**src/rtl/pipeline_hazard_ctrl_pkg.sv**
```systemverilog
// Shared encodings for the pipeline hazard controller: controller state,
// EX forwarding select and the default register address width.
package pipeline_hazard_ctrl_pkg;

  localparam int REG_AW = 5;

  typedef enum logic [1:0] {
    ST_RUN        = 2'd0,
    ST_LOAD_STALL = 2'd1,
    ST_FLUSH      = 2'd2,
    ST_MEM_WAIT   = 2'd3
  } ctrl_state_e;

  typedef enum logic [1:0] {
    FWD_REG   = 2'd0,
    FWD_EXMEM = 2'd1,
    FWD_MEMWB = 2'd2
  } fwd_sel_e;

endpackage

```
**src/rtl/pipeline_hazard_ctrl_if.sv**
```systemverilog
// Bundle between the pipeline datapath (master) and the hazard controller (slave).
interface pipeline_hazard_ctrl_if #(
  parameter int REG_AW = 5,
  parameter int CNT_W  = 16
);
  logic              id_valid;
  logic [REG_AW-1:0] id_rs;
  logic [REG_AW-1:0] id_rt;
  logic              id_uses_rs;
  logic              id_uses_rt;
  logic              id_wr_en;
  logic [REG_AW-1:0] id_wr_addr;
  logic              id_is_load;
  logic              id_is_jmp;
  logic              ex_br_taken;
  logic              mem_access;
  logic              mem_ready;

  logic              pc_en;
  logic              if_id_en;
  logic              if_id_flush;
  logic              id_ex_en;
  logic              id_ex_bubble;
  logic              ex_mem_en;
  logic [1:0]        fwd_a_sel;
  logic [1:0]        fwd_b_sel;
  logic              id_byp_a;
  logic              id_byp_b;
  logic [1:0]        ctrl_state;
  logic [CNT_W-1:0]  stall_cnt;
  logic [CNT_W-1:0]  flush_cnt;

  modport master (
    output id_valid, id_rs, id_rt, id_uses_rs, id_uses_rt, id_wr_en, id_wr_addr,
           id_is_load, id_is_jmp, ex_br_taken, mem_access, mem_ready,
    input  pc_en, if_id_en, if_id_flush, id_ex_en, id_ex_bubble, ex_mem_en,
           fwd_a_sel, fwd_b_sel, id_byp_a, id_byp_b, ctrl_state, stall_cnt, flush_cnt
  );

  modport slave (
    input  id_valid, id_rs, id_rt, id_uses_rs, id_uses_rt, id_wr_en, id_wr_addr,
           id_is_load, id_is_jmp, ex_br_taken, mem_access, mem_ready,
    output pc_en, if_id_en, if_id_flush, id_ex_en, id_ex_bubble, ex_mem_en,
           fwd_a_sel, fwd_b_sel, id_byp_a, id_byp_b, ctrl_state, stall_cnt, flush_cnt
  );
endinterface

```
**src/rtl/pipeline_hazard_ctrl_stage_track.sv**
```systemverilog
// Shadow copy of the EX/MEM/WB destination bookkeeping, advanced with the
// real pipeline registers so hazards can be judged without datapath access.
module hazard_stage_track #(
  parameter int AW = 5
) (
  input  logic          clk,
  input  logic          reset_n,
  input  logic          i_ex_en,
  input  logic          i_ex_bubble,
  input  logic          i_mem_en,
  input  logic          i_id_valid,
  input  logic [AW-1:0] i_id_rs,
  input  logic [AW-1:0] i_id_rt,
  input  logic          i_id_uses_rs,
  input  logic          i_id_uses_rt,
  input  logic          i_id_we,
  input  logic [AW-1:0] i_id_dst,
  input  logic          i_id_ld,
  output logic          o_ex_valid,
  output logic [AW-1:0] o_ex_rs,
  output logic [AW-1:0] o_ex_rt,
  output logic          o_ex_uses_rs,
  output logic          o_ex_uses_rt,
  output logic          o_ex_we,
  output logic [AW-1:0] o_ex_dst,
  output logic          o_ex_ld,
  output logic          o_mem_valid,
  output logic          o_mem_we,
  output logic [AW-1:0] o_mem_dst,
  output logic          o_mem_ld,
  output logic          o_wb_valid,
  output logic          o_wb_we,
  output logic [AW-1:0] o_wb_dst
);

  // A bubble clears the whole EX record so stale operand flags cannot forward.
  always_ff @(posedge clk or negedge reset_n) begin
    if (!reset_n) begin
      o_ex_valid   <= 1'b0;
      o_ex_rs      <= '0;
      o_ex_rt      <= '0;
      o_ex_uses_rs <= 1'b0;
      o_ex_uses_rt <= 1'b0;
      o_ex_we      <= 1'b0;
      o_ex_dst     <= '0;
      o_ex_ld      <= 1'b0;
    end else if (i_ex_en) begin
      if (i_ex_bubble) begin
        o_ex_valid   <= 1'b0;
        o_ex_rs      <= '0;
        o_ex_rt      <= '0;
        o_ex_uses_rs <= 1'b0;
        o_ex_uses_rt <= 1'b0;
        o_ex_we      <= 1'b0;
        o_ex_dst     <= '0;
        o_ex_ld      <= 1'b0;
      end else begin
        o_ex_valid   <= i_id_valid;
        o_ex_rs      <= i_id_rs;
        o_ex_rt      <= i_id_rt;
        o_ex_uses_rs <= i_id_uses_rs;
        o_ex_uses_rt <= i_id_uses_rt;
        o_ex_we      <= i_id_we;
        o_ex_dst     <= i_id_dst;
        o_ex_ld      <= i_id_ld;
      end
    end
  end

  always_ff @(posedge clk or negedge reset_n) begin
    if (!reset_n) begin
      o_mem_valid <= 1'b0;
      o_mem_we    <= 1'b0;
      o_mem_dst   <= '0;
      o_mem_ld    <= 1'b0;
      o_wb_valid  <= 1'b0;
      o_wb_we     <= 1'b0;
      o_wb_dst    <= '0;
    end else if (i_mem_en) begin
      o_mem_valid <= o_ex_valid;
      o_mem_we    <= o_ex_we;
      o_mem_dst   <= o_ex_dst;
      o_mem_ld    <= o_ex_ld;
      o_wb_valid  <= o_mem_valid;
      o_wb_we     <= o_mem_we;
      o_wb_dst    <= o_mem_dst;
    end
  end

endmodule

```
**src/rtl/pipeline_hazard_ctrl.sv**
```systemverilog
// Hazard/sequencing controller for the 5-stage pipeline: stage enables,
// bubbles, flushes, EX forwarding, WB->ID bypass and saturating perf counters.
//   state         | meaning
//   ST_RUN        | pipeline flows freely
//   ST_LOAD_STALL | load-use: hold PC and IF/ID, bubble into EX
//   ST_FLUSH      | taken branch (EX) or jump (ID) redirect
//   ST_MEM_WAIT   | data memory busy, whole pipe frozen
module pipeline_hazard_ctrl #(
  parameter int REG_AW = 5,
  parameter int CNT_W  = 16
) (
  input logic clk,
  input logic reset_n,
  pipeline_hazard_ctrl_if.slave bus
);
  import pipeline_hazard_ctrl_pkg::*;

  logic              w_ex_valid, w_ex_uses_rs, w_ex_uses_rt, w_ex_we, w_ex_ld;
  logic [REG_AW-1:0] w_ex_rs, w_ex_rt, w_ex_dst, w_mem_dst, w_wb_dst;
  logic              w_mem_valid, w_mem_we, w_mem_ld, w_wb_valid, w_wb_we;
  logic              w_pc_en, w_if_id_en, w_if_id_flush, w_id_ex_en, w_id_ex_bubble, w_ex_mem_en;
  logic              w_mem_wait, w_flush_ex, w_load_use, w_flush_id;
  logic              w_ld_hazard_a, w_ld_hazard_b;
  ctrl_state_e       r_state, w_state_nxt;
  fwd_sel_e          w_fwd_a, w_fwd_b;
  logic [CNT_W-1:0]  r_stall_cnt, r_flush_cnt;

  hazard_stage_track #(.AW(REG_AW)) u_track (
    .clk          (clk),
    .reset_n      (reset_n),
    .i_ex_en      (w_id_ex_en),
    .i_ex_bubble  (w_id_ex_bubble),
    .i_mem_en     (w_ex_mem_en),
    .i_id_valid   (bus.id_valid),
    .i_id_rs      (bus.id_rs),
    .i_id_rt      (bus.id_rt),
    .i_id_uses_rs (bus.id_uses_rs),
    .i_id_uses_rt (bus.id_uses_rt),
    .i_id_we      (bus.id_wr_en),
    .i_id_dst     (bus.id_wr_addr),
    .i_id_ld      (bus.id_is_load),
    .o_ex_valid   (w_ex_valid),
    .o_ex_rs      (w_ex_rs),
    .o_ex_rt      (w_ex_rt),
    .o_ex_uses_rs (w_ex_uses_rs),
    .o_ex_uses_rt (w_ex_uses_rt),
    .o_ex_we      (w_ex_we),
    .o_ex_dst     (w_ex_dst),
    .o_ex_ld      (w_ex_ld),
    .o_mem_valid  (w_mem_valid),
    .o_mem_we     (w_mem_we),
    .o_mem_dst    (w_mem_dst),
    .o_mem_ld     (w_mem_ld),
    .o_wb_valid   (w_wb_valid),
    .o_wb_we      (w_wb_we),
    .o_wb_dst     (w_wb_dst)
  );

  assign w_mem_wait = bus.mem_access & ~bus.mem_ready & w_mem_valid;
  assign w_flush_ex = bus.ex_br_taken & w_ex_valid;
  assign w_flush_id = bus.id_valid & bus.id_is_jmp;
  assign w_load_use = w_ex_valid & w_ex_ld & w_ex_we & (w_ex_dst != '0) &
                      ((bus.id_uses_rs & (bus.id_rs == w_ex_dst)) |
                       (bus.id_uses_rt & (bus.id_rt == w_ex_dst)));

  always_ff @(posedge clk or negedge reset_n) begin
    if (!reset_n) r_state <= ST_RUN;
    else          r_state <= w_state_nxt;
  end

  always_comb begin
    w_state_nxt = ST_RUN;
    if (w_mem_wait)      w_state_nxt = ST_MEM_WAIT;
    else if (w_flush_ex) w_state_nxt = ST_FLUSH;
    else if (w_load_use) w_state_nxt = ST_LOAD_STALL;
    else if (w_flush_id) w_state_nxt = ST_FLUSH;
  end

  always_comb begin
    w_pc_en        = 1'b1;
    w_if_id_en     = 1'b1;
    w_if_id_flush  = 1'b0;
    w_id_ex_en     = 1'b1;
    w_id_ex_bubble = 1'b0;
    w_ex_mem_en    = 1'b1;
    unique case (w_state_nxt)
      ST_MEM_WAIT: begin
        w_pc_en     = 1'b0;
        w_if_id_en  = 1'b0;
        w_id_ex_en  = 1'b0;
        w_ex_mem_en = 1'b0;
      end
      ST_LOAD_STALL: begin
        w_pc_en        = 1'b0;
        w_if_id_en     = 1'b0;
        w_id_ex_bubble = 1'b1;
      end
      ST_FLUSH: begin
        w_if_id_flush  = 1'b1;
        w_id_ex_bubble = w_flush_ex;
      end
      default: ;
    endcase
  end

  // A load still in MEM has no data yet; select the regfile rather than aluOut.
  function automatic fwd_sel_e pick_fwd(input logic uses, input logic [REG_AW-1:0] src);
    pick_fwd = FWD_REG;
    if (uses && src != '0) begin
      if (w_mem_valid && w_mem_we && w_mem_dst == src)
        pick_fwd = w_mem_ld ? FWD_REG : FWD_EXMEM;
      else if (w_wb_valid && w_wb_we && w_wb_dst == src)
        pick_fwd = FWD_MEMWB;
    end
  endfunction

  always_comb begin
    w_fwd_a = pick_fwd(w_ex_uses_rs, w_ex_rs);
    w_fwd_b = pick_fwd(w_ex_uses_rt, w_ex_rt);
  end

  assign w_ld_hazard_a = w_ex_uses_rs && w_ex_rs != '0 && w_mem_valid && w_mem_we &&
                         w_mem_ld && w_mem_dst == w_ex_rs;
  assign w_ld_hazard_b = w_ex_uses_rt && w_ex_rt != '0 && w_mem_valid && w_mem_we &&
                         w_mem_ld && w_mem_dst == w_ex_rt;

  a_no_load_fwd: assert property (@(posedge clk) disable iff (!reset_n)
                                  !(w_ld_hazard_a || w_ld_hazard_b));

  always_ff @(posedge clk or negedge reset_n) begin
    if (!reset_n) begin
      r_stall_cnt <= '0;
      r_flush_cnt <= '0;
    end else begin
      if ((w_state_nxt == ST_LOAD_STALL || w_state_nxt == ST_MEM_WAIT) && r_stall_cnt != '1)
        r_stall_cnt <= r_stall_cnt + 1'b1;
      if (w_state_nxt == ST_FLUSH && r_flush_cnt != '1)
        r_flush_cnt <= r_flush_cnt + 1'b1;
    end
  end

  assign bus.pc_en        = w_pc_en;
  assign bus.if_id_en     = w_if_id_en;
  assign bus.if_id_flush  = w_if_id_flush;
  assign bus.id_ex_en     = w_id_ex_en;
  assign bus.id_ex_bubble = w_id_ex_bubble;
  assign bus.ex_mem_en    = w_ex_mem_en;
  assign bus.fwd_a_sel    = w_fwd_a;
  assign bus.fwd_b_sel    = w_fwd_b;
  assign bus.id_byp_a     = bus.id_uses_rs & w_wb_valid & w_wb_we & (w_wb_dst == bus.id_rs) &
                            (bus.id_rs != '0);
  assign bus.id_byp_b     = bus.id_uses_rt & w_wb_valid & w_wb_we & (w_wb_dst == bus.id_rt) &
                            (bus.id_rt != '0);
  assign bus.ctrl_state   = r_state;
  assign bus.stall_cnt    = r_stall_cnt;
  assign bus.flush_cnt    = r_flush_cnt;

endmodule

```
**src/flat_wrapper.sv**
```systemverilog
// flat-port wrapper written by rule: the top's interface ports become plain ports
module pipeline_hazard_ctrl_flat import pipeline_hazard_ctrl_pkg::*;
#(
  parameter int REG_AW = 5,
  parameter int CNT_W  = 16
)
  (clk, reset_n, bus_id_valid, bus_id_rs, bus_id_rt, bus_id_uses_rs, bus_id_uses_rt, bus_id_wr_en, bus_id_wr_addr, bus_id_is_load, bus_id_is_jmp, bus_ex_br_taken, bus_mem_access, bus_mem_ready, bus_pc_en, bus_if_id_en, bus_if_id_flush, bus_id_ex_en, bus_id_ex_bubble, bus_ex_mem_en, bus_fwd_a_sel, bus_fwd_b_sel, bus_id_byp_a, bus_id_byp_b, bus_ctrl_state, bus_stall_cnt, bus_flush_cnt);
  pipeline_hazard_ctrl_if #(.REG_AW(REG_AW), .CNT_W(CNT_W)) bus_i ();
  input logic clk;
  input logic reset_n;
  input wire logic [$bits(bus_i.id_valid)-1:0] bus_id_valid;
  input wire logic [$bits(bus_i.id_rs)-1:0] bus_id_rs;
  input wire logic [$bits(bus_i.id_rt)-1:0] bus_id_rt;
  input wire logic [$bits(bus_i.id_uses_rs)-1:0] bus_id_uses_rs;
  input wire logic [$bits(bus_i.id_uses_rt)-1:0] bus_id_uses_rt;
  input wire logic [$bits(bus_i.id_wr_en)-1:0] bus_id_wr_en;
  input wire logic [$bits(bus_i.id_wr_addr)-1:0] bus_id_wr_addr;
  input wire logic [$bits(bus_i.id_is_load)-1:0] bus_id_is_load;
  input wire logic [$bits(bus_i.id_is_jmp)-1:0] bus_id_is_jmp;
  input wire logic [$bits(bus_i.ex_br_taken)-1:0] bus_ex_br_taken;
  input wire logic [$bits(bus_i.mem_access)-1:0] bus_mem_access;
  input wire logic [$bits(bus_i.mem_ready)-1:0] bus_mem_ready;
  output wire logic [$bits(bus_i.pc_en)-1:0] bus_pc_en;
  output wire logic [$bits(bus_i.if_id_en)-1:0] bus_if_id_en;
  output wire logic [$bits(bus_i.if_id_flush)-1:0] bus_if_id_flush;
  output wire logic [$bits(bus_i.id_ex_en)-1:0] bus_id_ex_en;
  output wire logic [$bits(bus_i.id_ex_bubble)-1:0] bus_id_ex_bubble;
  output wire logic [$bits(bus_i.ex_mem_en)-1:0] bus_ex_mem_en;
  output wire logic [$bits(bus_i.fwd_a_sel)-1:0] bus_fwd_a_sel;
  output wire logic [$bits(bus_i.fwd_b_sel)-1:0] bus_fwd_b_sel;
  output wire logic [$bits(bus_i.id_byp_a)-1:0] bus_id_byp_a;
  output wire logic [$bits(bus_i.id_byp_b)-1:0] bus_id_byp_b;
  output wire logic [$bits(bus_i.ctrl_state)-1:0] bus_ctrl_state;
  output wire logic [$bits(bus_i.stall_cnt)-1:0] bus_stall_cnt;
  output wire logic [$bits(bus_i.flush_cnt)-1:0] bus_flush_cnt;
  assign bus_i.id_valid = bus_id_valid;
  assign bus_i.id_rs = bus_id_rs;
  assign bus_i.id_rt = bus_id_rt;
  assign bus_i.id_uses_rs = bus_id_uses_rs;
  assign bus_i.id_uses_rt = bus_id_uses_rt;
  assign bus_i.id_wr_en = bus_id_wr_en;
  assign bus_i.id_wr_addr = bus_id_wr_addr;
  assign bus_i.id_is_load = bus_id_is_load;
  assign bus_i.id_is_jmp = bus_id_is_jmp;
  assign bus_i.ex_br_taken = bus_ex_br_taken;
  assign bus_i.mem_access = bus_mem_access;
  assign bus_i.mem_ready = bus_mem_ready;
  assign bus_pc_en = bus_i.pc_en;
  assign bus_if_id_en = bus_i.if_id_en;
  assign bus_if_id_flush = bus_i.if_id_flush;
  assign bus_id_ex_en = bus_i.id_ex_en;
  assign bus_id_ex_bubble = bus_i.id_ex_bubble;
  assign bus_ex_mem_en = bus_i.ex_mem_en;
  assign bus_fwd_a_sel = bus_i.fwd_a_sel;
  assign bus_fwd_b_sel = bus_i.fwd_b_sel;
  assign bus_id_byp_a = bus_i.id_byp_a;
  assign bus_id_byp_b = bus_i.id_byp_b;
  assign bus_ctrl_state = bus_i.ctrl_state;
  assign bus_stall_cnt = bus_i.stall_cnt;
  assign bus_flush_cnt = bus_i.flush_cnt;
  pipeline_hazard_ctrl #(.REG_AW(REG_AW), .CNT_W(CNT_W)) u_core (.clk(clk), .reset_n(reset_n), .bus(bus_i));
endmodule
```
**config.mk**
```make
export PLATFORM = sky130hd
export DESIGN_NAME = pipeline_hazard_ctrl_flat
export DESIGN_NICKNAME = d
export VERILOG_FILES = /design/src/rtl/pipeline_hazard_ctrl_pkg.sv /design/src/rtl/pipeline_hazard_ctrl_if.sv /design/src/rtl/pipeline_hazard_ctrl_stage_track.sv /design/src/rtl/pipeline_hazard_ctrl.sv /design/src/flat_wrapper.sv
export SDC_FILE = /design/constraint.sdc
export NUM_CORES = 1
export LEC_CHECK = 0
export BUFFER_PORTS_ARGS = -buffer_cell sky130_fd_sc_hd__buf_2
export CORE_UTILIZATION = 50
export DETAILED_ROUTE_END_ITERATION = 7
export PLACE_DENSITY_LB_ADDON = 0.12
export SLEW_MARGIN = 20
export SYNTH_ARGS = -nofsm -noshare
export SYNTH_HDL_FRONTEND = slang
export SYNTH_SLANG_ARGS = --single-unit
```
**constraint.sdc**
```tcl
create_clock -name clk -period 6.2 [get_ports clk]
set_input_delay 1.86 -clock clk [delete_from_list [all_inputs] [get_ports clk]]
set_output_delay 1.86 -clock clk [all_outputs]
set_load 0.05 [all_outputs]
```
== Word-level counts from Yosys, hierarchy flattened ==
Index checks and enable logic that the tools add are counted.
Cells by class
  add/subtract/negate cells: 2
  equality and inequality tests: 13
  multiplexer cells: 23
  bitwise logic cells: 20
  reduce and logical (&&, ||, !) cells: 17
Operator list (number)
  equality test 5 bit: 8
  adder 16 x 1 -> 16 bit (second input constant): 2
  inequality test 16 bit (second input constant): 2
  nonzero test 5 bit: 5
  2-to-1 mux 2 bit: 10
  bitwise AND 1 bit: 18
  2-to-1 mux 5 bit: 3
  logical AND 1 bit: 10
  2-to-1 mux 1 bit: 9
  equality test 2 bit (second input constant): 2
  equality test 2 x 1 -> 1 bit (second input constant): 1
  case mux 1 bit (2 select lines): 1
  OR reduction 2 bit: 1
  logical OR 1 bit: 1
  NOT 1 bit: 1
  OR 1 bit: 1
Storage, ports and cells
  register bits: 69
  input bits: 26

== Logic depth before layout (Yosys ltp) ==
  depth in word-level cells: 10
  depth in mapped cells: 13
  depth with buffers taken out: 12

== Modules after synthesis ==
A second synthesis with hierarchy kept.
Unflattened totals
  cells, all modules: 347
  area, all modules: 3647.2 µm²
By module, submodules not included
  pipeline_hazard_ctrl: instances 1, cells each 229, area an instance 2183.3 µm²
  hazard_stage_track: instances 1, cells each 118, area an instance 1463.9 µm²

== Worst setup path before layout ==
OpenSTA, ideal clock, no wires.
  kind: in2out
  start: input bus_mem_access
  end: output bus_id_ex_bubble
  arrival: 4.589 ns
  data required time: 4.340 ns
  setup slack: -0.249 ns
  stages on the path: 10
  cell sequence: inv_1 nor3b_2 inv_1 clkbuf_1 clkbuf_1 nand3_1 ha_1 a31oi_1 nor2_1 clkbuf_1
On the way
  cells in the longest elaborated chain, start to end: 5
  elaborated cells on any way between the ends: 6
  those cells by class: 2 x eq/ne; 2 x mux; 2 x bitwise
RTL lines
  from (decl): RTL line flat_wrapper.sv:21  | input wire logic [$bits(bus_i.mem_access)-1:0] bus_mem_access;
  bitwise AND 1 bit * (2 in a row): RTL line pipeline_hazard_ctrl.sv:59  | assign w_mem_wait = bus.mem_access & ~bus.mem_ready & w_mem_valid;
  2-to-1 mux 2 bit *: RTL line pipeline_hazard_ctrl.sv:73  | if (w_mem_wait) w_state_nxt = ST_MEM_WAIT;
  via u_core.w_state_nxt[1]: RTL line pipeline_hazard_ctrl.sv:24  | ctrl_state_e r_state, w_state_nxt;
  equality test 2 bit / equality test 2 x 1 -> 1 bit (equally long branches): RTL line pipeline_hazard_ctrl.sv:86  | unique case (w_state_nxt)
  case mux 1 bit (2 select lines) *: RTL line pipeline_hazard_ctrl.sv:86
  to (decl): RTL line flat_wrapper.sv:27  | output wire logic [$bits(bus_i.id_ex_bubble)-1:0] bus_id_ex_bubble;
Mark *: on every way through the listed nets, which the timed path passes. The rest lies on a longest branch.

== Final worst setup path ==
  start: input bus_id_rt[1]
  end: output bus_id_ex_bubble
On the way
  cells in the longest elaborated chain, start to end: 9
  elaborated cells on any way between the ends: 10
  those cells by class: 3 x eq/ne; 4 x mux; 3 x bitwise
RTL lines
  from (decl): RTL line flat_wrapper.sv:13  | input wire logic [$bits(bus_i.id_rt)-1:0] bus_id_rt;
  equality test 5 bit *: RTL line pipeline_hazard_ctrl.sv:64  | (bus.id_uses_rt & (bus.id_rt == w_ex_dst)));
  bitwise AND 1 bit *: RTL line pipeline_hazard_ctrl.sv:64
  OR 1 bit *: RTL line pipeline_hazard_ctrl.sv:63  | ((bus.id_uses_rs & (bus.id_rs == w_ex_dst)) |
  bitwise AND 1 bit *: RTL line pipeline_hazard_ctrl.sv:62  | assign w_load_use = w_ex_valid & w_ex_ld & w_ex_we & (w_ex_dst != '0) &
  2-to-1 mux 2 bit *: RTL line pipeline_hazard_ctrl.sv:75  | else if (w_load_use) w_state_nxt = ST_LOAD_STALL;
  2-to-1 mux 2 bit *: RTL line pipeline_hazard_ctrl.sv:74  | else if (w_flush_ex) w_state_nxt = ST_FLUSH;
  2-to-1 mux 2 bit *: RTL line pipeline_hazard_ctrl.sv:73
  via u_core.w_state_nxt[1]: RTL line pipeline_hazard_ctrl.sv:24
  equality test 2 bit / equality test 2 x 1 -> 1 bit (equally long branches): RTL line pipeline_hazard_ctrl.sv:86
  case mux 1 bit (2 select lines) *: RTL line pipeline_hazard_ctrl.sv:86
Marks and branches as above.

==> run summary <==
At the pin with the least slew margin, the transition time is ~860 ps. The clock network power share came out at 0.290. The number of inserted diodes came out at 0. The count of hold buffers inserted by post-cts repair came out at 0. The proportion of power drawn by flip-flops and latches came out at 0.439. The initial cell density of the core is 0.522. The largest fanout on the critical path is 8. The first-pass iteration count of the detailed router is 4. For this run, global-route usage on met1 was measured as 0.321. The worst setup path is captured at an output pin.

The fraction of the yosys area taken by sequential cells is 0.484. The max-cap check violation count came out at 0. Of the cells placed in the final design, the portion with a size suffix greater than 1 is 0.208.

The synthesized design contains 0 enable-type register cells. Across every metal layer, demand over resource in global routing totals 0.241. The post-CTS clock slew at the launch and capture registers of the worst setup and hold paths came out at ~70 ps. The combinational group share of total power came out at 0.271. The horizontal die dimension is 86.4 um. The count of instances resized after the clock tree is built is 0. The routing usage on met2 came out at 0.369. The minimum setup slack among reg-to-reg paths is 3350 ps. The switching power total is 523 uW. The most used flip-flop cell after synthesis is sky130_fd_sc_hd__dfrtp_1. The busiest layer in global routing is met2. The remaining max-slew budget at the tightest pin is 0.424. Sorting the synthesized cells by how often they occur yields 98 x sky130_fd_sc_hd__nand2_1, 69 x sky130_fd_sc_hd__dfrtp_1, 42 x sky130_fd_sc_hd__xnor2_1. The mean instance size in the synthesized netlist came out at 9.19 um2. The post-CTS setup buffer count is 0. The die is 86.4 um tall. The worst clock skew is 12.1 ps. Of all cell types, the one taking the most synthesized area is sky130_fd_sc_hd__dfrtp_1. After detailed routing, the total wire length is 8340 um. The number of failing hold endpoints at the final stage came out at 0. The full die area came out at 7470 um2.

Pin placement for this block handled a little over 70 I/O pins. Dividing the detail-routed wire length by the instance count gives 14.9 um. The number of pins with negative max-slew slack in the final report was 0. The register bit count reported by yosys is just under 70. Detailed placement ended at an HPWL of 5880 um. The number of placed instances, taps included, is 542. The number of rows in the core area is 30. In this run the remaining antenna-violating nets after routing total 0. The most common cell in the synthesized netlist is sky130_fd_sc_hd__nand2_1. The proportion of total power due to net switching came out at 0.369. The cell-internal power is 893 uW. Of the available clock period, the critical path in the final layout requires 0.909.

STA classifies the critical path startpoint as a primary input. The number of I/O port buffers came out at 71. For the worst setup path, the data arrival time is between 3000 and 4000 ps.

The netlist area before placement came out at approximately 3600 um2. The relative area change from synthesis to final layout came out at 18.6%. The number of instances in the synthesized netlist is roughly 390.

The total core area came out at 6830 um2. The total via count in the routed design came out at between 2000 and 3000. The share of synthesized area in the top cell type comes to 0.484. The first-pass GRT wire length is 13700 um.

The initial antenna violation count came to 0. The layout has 646 filler cells. Entering global routing, the biggest net connects 69 pins. The number of global-route vias before repair is 2764. The final non-filler cell total is approximately 560. Clock tree synthesis inserted a total of 9 buffers. The violation count after the first detailed-routing iteration is 124. The global placement routability congestion came out at about 0.88.

The H-tree generated during clock tree synthesis spans 3 levels. The worst ir drop on vdd is 0.279 mV. Using the TritonRoute via totals, the vias-per-cell ratio works out to 5.27. Setup violations remaining at the end of the flow were counted as 0.

The number of nets in the layout came out at roughly 490. Counting every sink on the clock net gives 69. In this run the power density over the cells is 335 nW/um2. After synthesis, the netlist uses 34 different library cells. The final sum of negative setup slack is 0 ps. The async set or reset register ratio after synthesis is 1.00. Setup repair after global routing left no endpoint under its margin. TritonCTS built the clock tree. Data on the critical path is required at its endpoint by roughly 4300 ps.

The final critical-path required period is 5640 ps. In this run the clock root is driven by a sky130_fd_sc_hd__clkbuf_8. The worst setup path is of the in2out kind. Sorting the synthesized cells by area gives the leading types as sky130_fd_sc_hd__dfrtp_1 48%, sky130_fd_sc_hd__nand2_1 10%, sky130_fd_sc_hd__xnor2_1 10%. For this design the static power due to leakage is ~2.0 nW. The routing usage on met3 is 0.0524. The type of the tightest min-delay check is reg2reg. The run finished with clean final reports. The maximum buffer depth of the clock tree came out at 2. The synthesized net count is 418. The maximum clock rate is 177 MHz.

The clock network latency to the later pin of the worst-skew pair came out at 340 ps. The count of yosys warnings during synthesis is 0. In the routed design, unresolved DRC markers number 0. The total congestion overflow came out at 0.
## flip-flops by register name, summed over array words and instances (netlist names), 2 cells and up
signal                    count
u_core.bus.flush_cnt         16
u_core.bus.stall_cnt         16
u_core.u_track.o_ex_dst       5
u_core.u_track.o_ex_rs        5
u_core.u_track.o_ex_rt        5
u_core.u_track.o_mem_dst      5
u_core.u_track.o_wb_dst       5
u_core.bus.ctrl_state         2
## cell families after synthesis
| family | count (synthesis) | share of synthesized area |
|---|---|---|
| AOI/OAI and AO/OA | 32 | 0.0516 |
| xor gates and xnor gates | 67 | 0.165 |
| adders and majority gates | 4 | 0.0140 |
| buffers and inverters | 26 | 0.0316 |
| DFF | 69 | 0.484 |
| muxes | 2 | 0.00632 |
| and+or+nand+nor | 188 | 0.247 |
## metal layers
metal / routed length [um] / up-vias
met5: 0 / -
met1: 3800 / 1402
met4: 227 / 0
li1: - / 1441
met2: 3880 / 80
met3: 433 / 20
## stage by stage
stage	setup WS (ps)	power, mW	hold slack (ps)	area, um2	util
6_report	564	1.42	487	4230	0.619
4_1_cts	581	1.43	490	4230	0.619
2_1_floorplan	1.63	0.899	444	3570	-
3_3_place_gp	609	1.00	468	4000	0.586
5_1_grt	365	1.49	514	4230	0.619
3_5_place_dp	583	1.01	474	4000	0.586
## worst paths after layout
check                                                start                         to  depth (start not counted)
max in group asynchronous                          reset_n    u_core.bus.stall_cnt[4]                          2
worst max-delay path                          bus_id_rt[1]           bus_id_ex_bubble                         11
worst min-delay path              u_core.bus.flush_cnt[14]   u_core.bus.flush_cnt[14]                          1
min in group asynchronous                          reset_n  u_core.u_track.o_ex_rs[0]                          1
worst min register to register    u_core.bus.flush_cnt[14]   u_core.bus.flush_cnt[14]                          1
worst max register to register  u_core.u_track.o_ex_dst[0]   u_core.bus.flush_cnt[13]                         11
## cell usage in the layout (no fill, tap or decap), drive strengths merged
cell type	n
nand2	98
buf	76
dfrtp	69
xnor2	42
xor2	25
o21ai	24
nand3	19
nor2	18
nand4	16
clkbuf	13
nor3	11
inv	8
nor4	8
a21oi	5
ha	4
nor4b	4
or4	3
and3	2
nand2b	2
and2	2
and4	2
bufinv	2
mux2	2
o22ai	1
nor3b	1
nand4b	1
a31oi	1
or2	1
o31a	1
clkinvlp	1
## final cells by class
| class | count | area (um2) | share of cell area |
|---|---|---|---|
| Timing Repair Buffer | 76 | 393 | 0.0929 |
| Inverter | 8 | 30.0 | 0.00710 |
| Clock buffer | 13 | 159 | 0.0376 |
| Multi-Input combinational cell | 293 | 1730 | 0.410 |
| Tap cell | 96 | 120 | 0.0284 |
| Sequential cell | 69 | 1730 | 0.408 |
| Clock inverter | 3 | 67.6 | 0.0160 |
## power by group through the flow
stage	Clock (mW)	Combinational, mW	Sequential, mW
after floorplan	0	0.184	0.715
after global placement	0	0.378	0.627
after detailed placement	0	0.386	0.629
after CTS	0.420	0.386	0.621
after global routing	0.441	0.419	0.632
final	0.410	0.383	0.622
## critical path, cell delays in order
cell and delay [ps]:
sky130_fd_sc_hd__buf_2 130, sky130_fd_sc_hd__xnor2_1 140, sky130_fd_sc_hd__nand4_1 130, sky130_fd_sc_hd__o22ai_2 340, sky130_fd_sc_hd__nand2b_1 90, sky130_fd_sc_hd__nand3_1 100
sky130_fd_sc_hd__nand3_1 110, sky130_fd_sc_hd__ha_1 290, sky130_fd_sc_hd__nor2_1 150, sky130_fd_sc_hd__buf_4 170, sky130_fd_sc_hd__buf_2 260
Power figures use the tool's default switching activity.
